<file path="config.mk">
export PLATFORM = sky130hd
export DESIGN_NAME = branch_predictor
export DESIGN_NICKNAME = d
export VERILOG_FILES = /design/src/rtl/branch_predictor_pkg.sv /design/src/rtl/branch_predictor_sat_counter.sv /design/src/rtl/branch_predictor.sv
export SDC_FILE = /design/constraint.sdc
export NUM_CORES = 2
export LEC_CHECK = 0
export ABC_CLOCK_PERIOD_IN_PS = 9300
export CELL_PAD_IN_SITES_DETAIL_PLACEMENT = 1
export CELL_PAD_IN_SITES_GLOBAL_PLACEMENT = 2
export CORE_AREA = 10 10 774 547
export CTS_CLUSTER_DIAMETER = 100
export DETAILED_ROUTE_END_ITERATION = 10
export DIE_AREA = 0 0 784 557
export PLACE_DENSITY_LB_ADDON = 0.1
export SLEW_MARGIN = 15
export SYNTH_ARGS = -nofsm -noshare
export SYNTH_HDL_FRONTEND = slang
export SYNTH_SLANG_ARGS = --single-unit
</file>
<file path="constraint.sdc">
create_clock -name clk_i -period 9.3 [get_ports clk_i]
set_clock_uncertainty 0.05 [all_clocks]
set_input_delay 1.395 -clock clk_i [delete_from_list [all_inputs] [get_ports clk_i]]
set_output_delay 1.395 -clock clk_i [all_outputs]
set_load 0.05 [all_outputs]
</file>
<file path="src/rtl/branch_predictor_pkg.sv">
// Shared encodings for the branch predictor: counter states, FSM states, stats width.
package branch_predictor_pkg;

  localparam int unsigned BP_STAT_WIDTH = 32;

  typedef enum logic [1:0] {
    BP_CTR_SNT = 2'b00,
    BP_CTR_WNT = 2'b01,
    BP_CTR_WT  = 2'b10,
    BP_CTR_ST  = 2'b11
  } bp_ctr_e;

  typedef enum logic {
    BP_ST_INIT = 1'b0,
    BP_ST_RUN  = 1'b1
  } bp_state_e;

endpackage

</file>
<file path="src/rtl/branch_predictor_sat_counter.sv">
// bp_sat_counter: next value of a 2-bit saturating direction counter.
module bp_sat_counter
  import branch_predictor_pkg::*;
(
  input  logic [1:0] ctr_i,
  input  logic       inc_i,
  output logic [1:0] ctr_o
);

  always_comb begin
    ctr_o = ctr_i;
    if (inc_i) begin
      if (ctr_i != BP_CTR_ST) ctr_o = ctr_i + 2'd1;
    end else begin
      if (ctr_i != BP_CTR_SNT) ctr_o = ctr_i - 2'd1;
    end
  end

endmodule

</file>
<file path="src/rtl/branch_predictor.sv">
// Direct-mapped BTB with 2-bit counters, swept invalid after reset.
// Optional statistics counters enabled by defining BP_STATS_EN.
module branch_predictor
  import branch_predictor_pkg::*;
#(
  parameter int unsigned ADDR_W   = 32,
  parameter int unsigned ENTRIES  = 64,
  parameter logic [1:0]  CTR_INIT = BP_CTR_WT
) (
  input  logic                     clk_i,
  input  logic                     rst_i,
  input  logic                     lookup_en_i,
  input  logic [ADDR_W-1:0]        lookup_pc_i,
  output logic                     pred_taken_o,
  output logic [ADDR_W-1:0]        pred_target_o,
  output logic                     ready_o,
  input  logic                     upd_en_i,
  input  logic [ADDR_W-1:0]        upd_pc_i,
  input  logic                     upd_taken_i,
  input  logic [ADDR_W-1:0]        upd_target_i,
  input  logic                     upd_mispred_i,
  output logic [BP_STAT_WIDTH-1:0] stat_lookup_o,
  output logic [BP_STAT_WIDTH-1:0] stat_hit_o,
  output logic [BP_STAT_WIDTH-1:0] stat_mispred_o
);

  localparam int unsigned IDX_W = $clog2(ENTRIES);
  localparam int unsigned TAG_W = ADDR_W - IDX_W - 2;

  bp_state_e         state_q;
  logic [IDX_W-1:0]  sweep_idx_q;
  logic              ready_q;

  logic [ENTRIES-1:0] valid_q;
  logic [TAG_W-1:0]   tag_q    [ENTRIES];
  logic [ADDR_W-1:0]  target_q [ENTRIES];
  logic [1:0]         ctr_q    [ENTRIES];

  // Init sweep: one valid bit cleared per cycle, RUN after the last index.
  always_ff @(posedge clk_i) begin
    if (rst_i) begin
      state_q     <= BP_ST_INIT;
      sweep_idx_q <= '0;
      ready_q     <= 1'b0;
    end else begin
      case (state_q)
        BP_ST_INIT: begin
          sweep_idx_q <= sweep_idx_q + IDX_W'(1);
          if (sweep_idx_q == IDX_W'(ENTRIES - 1)) begin
            state_q <= BP_ST_RUN;
            ready_q <= 1'b1;
          end
        end
        BP_ST_RUN: begin
          ready_q <= 1'b1;
        end
        default: begin
          state_q     <= BP_ST_INIT;
          sweep_idx_q <= '0;
          ready_q     <= 1'b0;
        end
      endcase
    end
  end

  assign ready_o = ready_q;

  logic [IDX_W-1:0]  lk_idx;
  logic [TAG_W-1:0]  lk_tag;
  logic              lk_hit;

  assign lk_idx = lookup_pc_i[IDX_W+1:2];
  assign lk_tag = lookup_pc_i[ADDR_W-1:IDX_W+2];
  assign lk_hit = ready_q & lookup_en_i & valid_q[lk_idx] & (tag_q[lk_idx] == lk_tag);

  assign pred_taken_o  = lk_hit & ctr_q[lk_idx][1];
  assign pred_target_o = pred_taken_o ? target_q[lk_idx] : lookup_pc_i + ADDR_W'(4);

  logic [IDX_W-1:0]  upd_idx;
  logic [TAG_W-1:0]  upd_tag;
  logic              upd_ok;
  logic              upd_hit;
  logic              upd_alloc;
  logic [1:0]        ctr_nxt;

  assign upd_idx   = upd_pc_i[IDX_W+1:2];
  assign upd_tag   = upd_pc_i[ADDR_W-1:IDX_W+2];
  assign upd_ok    = upd_en_i & ready_q & ~rst_i;
  assign upd_hit   = valid_q[upd_idx] & (tag_q[upd_idx] == upd_tag);
  assign upd_alloc = upd_ok & ~upd_hit & upd_taken_i;

  bp_sat_counter u_sat_counter (
    .ctr_i (ctr_q[upd_idx]),
    .inc_i (upd_taken_i),
    .ctr_o (ctr_nxt)
  );

  always_ff @(posedge clk_i) begin
    if (state_q == BP_ST_INIT) begin
      valid_q[sweep_idx_q] <= 1'b0;
    end else if (upd_alloc) begin
      valid_q[upd_idx] <= 1'b1;
    end
  end

  // Payload arrays carry no reset; the valid vector alone gates their use.
  always_ff @(posedge clk_i) begin
    if (upd_ok) begin
      if (upd_hit) begin
        ctr_q[upd_idx] <= ctr_nxt;
        if (upd_taken_i) target_q[upd_idx] <= upd_target_i;
      end else if (upd_taken_i) begin
        tag_q[upd_idx]    <= upd_tag;
        target_q[upd_idx] <= upd_target_i;
        ctr_q[upd_idx]    <= CTR_INIT;
      end
    end
  end

`ifdef BP_STATS_EN
  logic [BP_STAT_WIDTH-1:0] stat_lookup_q;
  logic [BP_STAT_WIDTH-1:0] stat_hit_q;
  logic [BP_STAT_WIDTH-1:0] stat_mispred_q;

  always_ff @(posedge clk_i) begin
    if (rst_i) begin
      stat_lookup_q  <= '0;
      stat_hit_q     <= '0;
      stat_mispred_q <= '0;
    end else if (ready_q) begin
      if (lookup_en_i)              stat_lookup_q  <= stat_lookup_q + BP_STAT_WIDTH'(1);
      if (lk_hit)                   stat_hit_q     <= stat_hit_q + BP_STAT_WIDTH'(1);
      if (upd_en_i & upd_mispred_i) stat_mispred_q <= stat_mispred_q + BP_STAT_WIDTH'(1);
    end
  end

  assign stat_lookup_o  = stat_lookup_q;
  assign stat_hit_o     = stat_hit_q;
  assign stat_mispred_o = stat_mispred_q;

  logic unused_pc_bits;
  assign unused_pc_bits = ^{lookup_pc_i[1:0], upd_pc_i[1:0]};
`else
  assign stat_lookup_o  = '0;
  assign stat_hit_o     = '0;
  assign stat_mispred_o = '0;

  logic unused_pc_bits;
  assign unused_pc_bits = ^{lookup_pc_i[1:0], upd_pc_i[1:0], upd_mispred_i};
`endif

endmodule

</file>
=== Yosys cells after proc, flatten, opt, wreduce, memory -nomap -nowiden ===
Memory sizes are Yosys's and may differ from the RTL's.
Cells that the tools add are included.

* Memories kept: 3
* Output and inout bits: 130
* Logic and storage cells: 72
* Bits in writable memories: 3,712
* Bits in registers: 72
* Input bits: 102

{| class="wikitable"
|+ Memories
! memory !! depth !! width !! rd ports !! clocked after Yosys merged registers in !! wr ports !! line !! text
|-
| target_q || 64 || 32 || 1 || 0 || 1 || branch_predictor.sv:36 || <nowiki>logic [ADDR_W-1:0] target_q [ENTRIES];</nowiki>
|-
| tag_q || 64 || 24 || 2 || 0 || 1 || branch_predictor.sv:35 || <nowiki>logic [TAG_W-1:0] tag_q [ENTRIES];</nowiki>
|-
| ctr_q || 64 || 2 || 2 || 0 || 1 || branch_predictor.sv:37 || <nowiki>logic [1:0] ctr_q [ENTRIES];</nowiki>
|}

* Muxes and demuxes: 30
* Reductions and logical operators: 3
* Magnitude comparators: 5
* Add/subtract/negate cells: 4
* Bitwise gates (word level): 17
* Equal/unequal tests: 6

{| class="wikitable"
|+ Operator list
! kind !! number
|-
| 2-to-1 mux 64 bit || 2
|-
| AND 64 bit || 1
|-
| 2-to-1 mux 32 bit || 2
|-
| inverter 64 bit || 1
|-
| OR 64 bit || 1
|-
| equality test 24 bit || 2
|-
| adder 32 x 3 -> 32 bit, second input constant || 1
|-
| less-than comparator 6 x 7 -> 1 bit, second input constant || 3
|-
| 2-to-1 mux 1 bit || 17
|-
| binary-select mux 1 bit (select 6 bit) || 2
|-
| demux 1 bit (select 6 bit) || 2
|-
| greater-or-equal comparator 6 x 1 -> 1 bit, second input constant || 2
|-
| AND 1 bit || 9
|-
| 2-to-1 mux 2 bit || 4
|-
| adder 6 x 1 -> 6 bit, second input constant || 1
|-
| equality test 6 bit, second input constant || 1
|-
| != test 2 bit, second input constant || 2
|-
| inverter 1 bit || 3
|-
| adder 2 x 1 -> 2 bit, second input constant || 1
|-
| logical AND 1 bit || 2
|-
| != test 2 x 1 -> 1 bit, second input constant || 1
|-
| OR 1 bit || 2
|-
| case mux 1 bit (2 select lines) || 1
|-
| nonzero test 2 bit || 1
|-
| subtractor 2 x 1 -> 2 bit, second input constant || 1
|}

=== Logic depth before layout (Yosys ltp) ===
* Depth in word-level cells: 8
* Depth in mapped cells: 20
* Gate-level depth less buffers: 10

=== Cells and area by module ===
From an unflattened synthesis, not the netlist that was laid out.

* Cells, all modules: 8,526
* Area total of the unflattened synthesis: 162,736.1 um2

{| class="wikitable"
|+ By module, submodules not included
! module !! cells each !! sequential area each (um2) !! area an instance (um2) !! times used
|-
| branch_predictor || 8,523 || 113,548.9 || 162,709.8 || 1
|-
| bp_sat_counter || 3 || 0.0 || 26.3 || 1
|}

=== Worst setup path after synthesis ===
No wires, ideal clock.

* Kind: input to register
* Start point: input port upd_pc_i[2]
* End point: memory ctr_q[0][1], data pin
* Cell stages on the path: 19
* Library setup time: 0.702 ns
* Setup slack: 1.913 ns
* Path buffers: 10
* Arrival: 6.636 ns
* Required time: 8.548 ns
* Cells stage by stage: buf_6 > buf_6 > buf_6 > buf_6 > buf_4 > buf_2 > buf_4 > buf_2 > buf_2 > buf_2 > mux2i_1 > nor2_1 > a21oi_1 > o21ai_0 > a21oi_1 > o22ai_1 > a2111o_1 > a21oi_1 > o21ai_0

* Longest elaborated chain between the ends: 7
* Elaborated cells on any way between the ends: 17
* Classes of those cells: add/sub: 2; eq/ne: 2; mux: 9; bitwise: 1; reduce/logical: 1; memory: 2

{| class="wikitable"
|+ RTL lines
! element !! line !! text
|-
| from (decl) || branch_predictor.sv:18 || <nowiki>input logic [ADDR_W-1:0] upd_pc_i,</nowiki>
|-
| memory read (64 x 24 bit) or binary-select mux 1 bit (select 6 bit) (tied branches) || -- ||
|-
| equality test 24 bit or 2-to-1 mux 1 bit (tied branches) || branch_predictor.sv:89 || <nowiki>assign upd_hit = valid_q[upd_idx] & (tag_q[upd_idx] == upd_tag);</nowiki>
|-
| AND 1 bit || branch_predictor.sv:89 ||
|-
| 2-to-1 mux 1 bit || branch_predictor.sv:109 || <nowiki>if (upd_hit) begin</nowiki>
|-
| 2-to-1 mux 1 bit || branch_predictor.sv:108 || <nowiki>if (upd_ok) begin</nowiki>
|-
| 2-to-1 mux 1 bit (implied by the code) || branch_predictor.sv:115 || <nowiki>ctr_q[upd_idx] <= CTR_INIT;</nowiki>
|-
| 2-to-1 mux 2 bit (no line) (*) || -- ||
|-
| to (decl) || branch_predictor.sv:37 ||
|}

Mark *: on every way between the ends. The rest lies on a longest branch, timed or not. The select of a mux whose other input is x is not followed.

=== Worst setup path in the final report ===
* Start point: input port lookup_pc_i[4]
* End point: output port pred_target_o[19]

* Longest elaborated chain between the ends: 6
* Elaborated cells on any way between the ends: 11
* Classes of those cells: add/sub: 1; eq/ne: 1; mux: 3; bitwise: 3; memory: 3

{| class="wikitable"
|+ RTL lines
! element !! line !! text
|-
| from (decl) || branch_predictor.sv:13 || <nowiki>input logic [ADDR_W-1:0] lookup_pc_i,</nowiki>
|-
| branches (longest 5 deep; another with memory read (64 x 24 bit)) || -- ||
|-
| 2-to-1 mux 32 bit (*) || branch_predictor.sv:77 || <nowiki>assign pred_target_o = pred_taken_o ? target_q[lk_idx] : lookup_pc_i + ADDR_W'(4);</nowiki>
|-
| to (decl) || branch_predictor.sv:15 || <nowiki>output logic [ADDR_W-1:0] pred_target_o,</nowiki>
|}

Every way passes the cells marked *. The select of a mux whose other input is x is not followed.

==> impl_results.md <==
* Largest cells by area after synthesis: edfxtp_1 70%, mux4_2 15%, mux2i_1 2.7%
* Tmin final at 8.94 ns
* Initial DRT Pass Iterations at 9
* Share of layout cells above drive strength 1 at 0.285
* Die ar. at 437000 um2
* IO Pins at around 230
* Most used routing layer: met1
* Hold violation count in the final report at 0
* Ys async rst share at 0
* Synth Instances at around 8500
* Period Utilization, post-route at 0.961
* Instance area at placement at roughly 170000 um2
* Largest net degree at the start of global routing at approximately 120
* Peak supply drop at 166 uV
* Gr usage total at 0.292
* Maxcap violations at 0
* Synth cell count leaders: 3776 x edfxtp_1, 1098 x mux4_2, 442 x mux2i_1
* Relative slew slack at 0.0740
* X dimension of the die at 784 um
* Fin area at approximately 190000 um2
* CTS clk-pin slew, worst paths at roughly 0.050 ns
* CTS Buffer Depth at 4
* Synth unique cells at between 80 and 90
* Remaining DRCs at 0
* GRT met3 Usage at 0.0710
* CP Capture Type: output port
* WP data arrival at 7.49 ns
* CTS tree: done
* Leak Pwr at about 58 nW
* Critical path class: in -> out
* Iter 0 DRT Violations at ~16000
* M1 GR Usage at 0.441
* Synth Register Bits at ~3800
* Hold depth at 2
* Root Driver: clkbuf_16
* Met2 usage at 0.417
* Initial Util at 0.398
* First-pass GRT wire length at 872000 um
* Maximum clock frequency at ~110 MHz
* Outcome: completed
* Most frequent cell after synthesis: edfxtp_1
* Critical path peak fanout at 52
* Post-synth EDFFs at 3776
* CTS Buf Count at a little under 400
* CP required at between 7 and 8 ns
* IO Port Bufs at around 130
* Number of nets in the layout at around 9000
* Worst setup SP type: primary input
* R2R depth at 13
* Fillers at ~38000
* R2R setup slack at approximately 3.1 ns
* Crit Reg-Reg Endpoint: ctr_q[34][0]
* Syn avg cell area at 19.1 um2
* Top-area cell type share of the netlist area at 0.697
* HPWL Detailed at 403000 um
* Initial antenna violation count at just under 90
* Vias per std cell at between 6 and 7
* Hold EP: sweep_idx_q[0]
* Worst hold path class: reg -> reg
* Worst Hold Launch: sweep_idx_q[0]
* Leading area contributor after synthesis: edfxtp_1
* Slew Viols, Final at 0
* RSZ-0062 raised after global routing: no
* RR Startpoint: tag_q[1][12]
* Final setup fails at 0
* Rows at 197
* Final core utilization at 0.454
* DRT antenna net count at 0
* Sequential area share after synthesis at 0.698
* CTS H-tree lvls at 5
* Most common flop cell mapped by yosys: edfxtp_1
* Pwr dens at 202 nW/um2
* Power after layout at roughly 37 mW
* Wire length per cell after detailed routing at about 44 um
* Clock Sinks at between 3000 and 4000
* Number of global-route vias before repair at 95366
* Post-synthesis cell area at 163000 um2
* Final GP Congestion at between 0.8 and 0.9
* Post-Route WL at 654000 um
* Worst skew pair latency at slightly above 1 ns
* Worst hold margin at about 0.59 ns
* Worst Tran Pin Value at 1.35 ns
* Area delta synth->final at 14.2%
* Gr ovfl total at 0
* Yosys warning count at 0
* Die Height at between 500 and 600 um
* Post-CTS Setup Bufs at 0
* Via count at roughly 100000
* Hold Buf Count CTS at 0
* Setup TNS Final at 0 ns
* Core area at about 410000 um2
* Post-CTS sizing at 0
[layout by cell type, fill, tap and decap left out, types with 21 or more instances in the layout]
| cell type | count |
|---|---|
| buf_12 | 106 |
| a21oi_1 | 186 |
| a31oi_1 | 30 |
| buf_2 | 52 |
| o221ai_1 | 59 |
| mux2_1 | 37 |
| a221o_1 | 39 |
| mux4_2 | 1098 |
| a22o_1 | 36 |
| nand3b_1 | 23 |
| o22ai_1 | 112 |
| a211oi_1 | 40 |
| nand2b_1 | 27 |
| xor2_1 | 25 |
| buf_4 | 415 |
| xnor2_1 | 47 |
| nor2_1 | 181 |
| bufinv_16 | 39 |
| nand3_1 | 69 |
| o211ai_1 | 33 |
| clkinv_1 | 99 |
| clkbuf_16 | 390 |
| clkbuf_1 | 78 |
| o2bb2ai_1 | 26 |
| conb_1 | 96 |
| a211o_1 | 21 |
| a221oi_1 | 134 |
| nor2_4 | 125 |
| o21ai_0 | 216 |
| clkdlybuf4s50_1 | 34 |
| edfxtp_1 | 3776 |
| nand2_1 | 306 |
| nor3_2 | 64 |
| clkinv_2 | 55 |
| mux2i_1 | 442 |
| nand4_1 | 31 |
| mux2_2 | 150 |
| a22oi_1 | 167 |
[where the power goes]
group / switching, mW / total, mW / internal, mW
Sequential: 0.0307 / 18.8 / 18.8
Clock: 6.97 / 15.8 / 8.79
Combinational: 1.96 / 2.90 / 0.938
[registers in the layout (all words and copies together) (netlist names)]
signal	flops
valid_q	64
ready_o	1
tag_q	1536
target_q	2048
state_q	1
ctr_q	128
sweep_idx_q	6
[routing by layer]
layer / vias to the layer above / wire, um
met5: - / 242
met4: 36 / 22300
met3: 1017 / 72400
met2: 6108 / 277000
met1: 53724 / 282000
li1: 36526 / -
[through the flow]
stage / cells / setup WS [ns]
after global routing: 14691 / 0.466
final: 14702 / 0.363
after floorplan: 8635 / 1.91
after global placement: 13985 / 0.473
after detailed placement: 13986 / 0.511
after CTS: 14687 / 0.495
[worst max-delay path, stage by stage]
cell and delay [ns]:
buf_8 0.61, nor2b_2 1.14, a22oi_1 0.25, o211ai_1 0.27
o311ai_0 0.41, a31oi_1 1.07, xnor2_1 0.16, a211o_1 0.28
nor4_1 0.45, buf_4 0.21, nand3_2 0.23, buf_4 0.35
mux2_1 0.40, buf_12 0.16
[cell type report]
class / instances / area [um2] / share of cell area
Multi-Input combinational cell: 4099 / 46900 / 0.253
Inverter: 19 / 92.6 / 0.000498
Antenna cell: 12 / 30.0 / 0.000162
Clock buffer: 468 / 10100 / 0.0541
Timing Repair Buffer: 615 / 5980 / 0.0322
Sequential cell: 3784 / 114000 / 0.611
Clock inverter: 233 / 2370 / 0.0127
Tap cell: 5472 / 6850 / 0.0368
[logic make-up after synthesis]
| kind of cell | Yosys count | share of synthesized area |
|---|---|---|
| muxes | 1727 | 0.192 |
| adders and majority gates | 2 | 0.000154 |
| and+or+nand+nor | 994 | 0.0305 |
| AOI/OAI and AO/OA | 1208 | 0.0522 |
| DFF | 3784 | 0.698 |
| xor gates and xnor gates | 72 | 0.00388 |
| other | 1 | 0.0000230 |
| buffers and inverters | 752 | 0.0233 |
[worst max path at each step]
stage	startpoint	to	slack [ns]
floorplan	upd_pc_i[2]	ctr_q[0][1]	1.91
global placement	lookup_pc_i[4]	pred_target_o[21]	0.47
detailed placement	lookup_pc_i[4]	pred_target_o[18]	0.51
CTS	lookup_pc_i[4]	pred_target_o[19]	0.50
global route	lookup_pc_i[2]	pred_target_o[19]	0.47
finish	lookup_pc_i[4]	pred_target_o[19]	0.36
(Power assumes the default switching activity.)
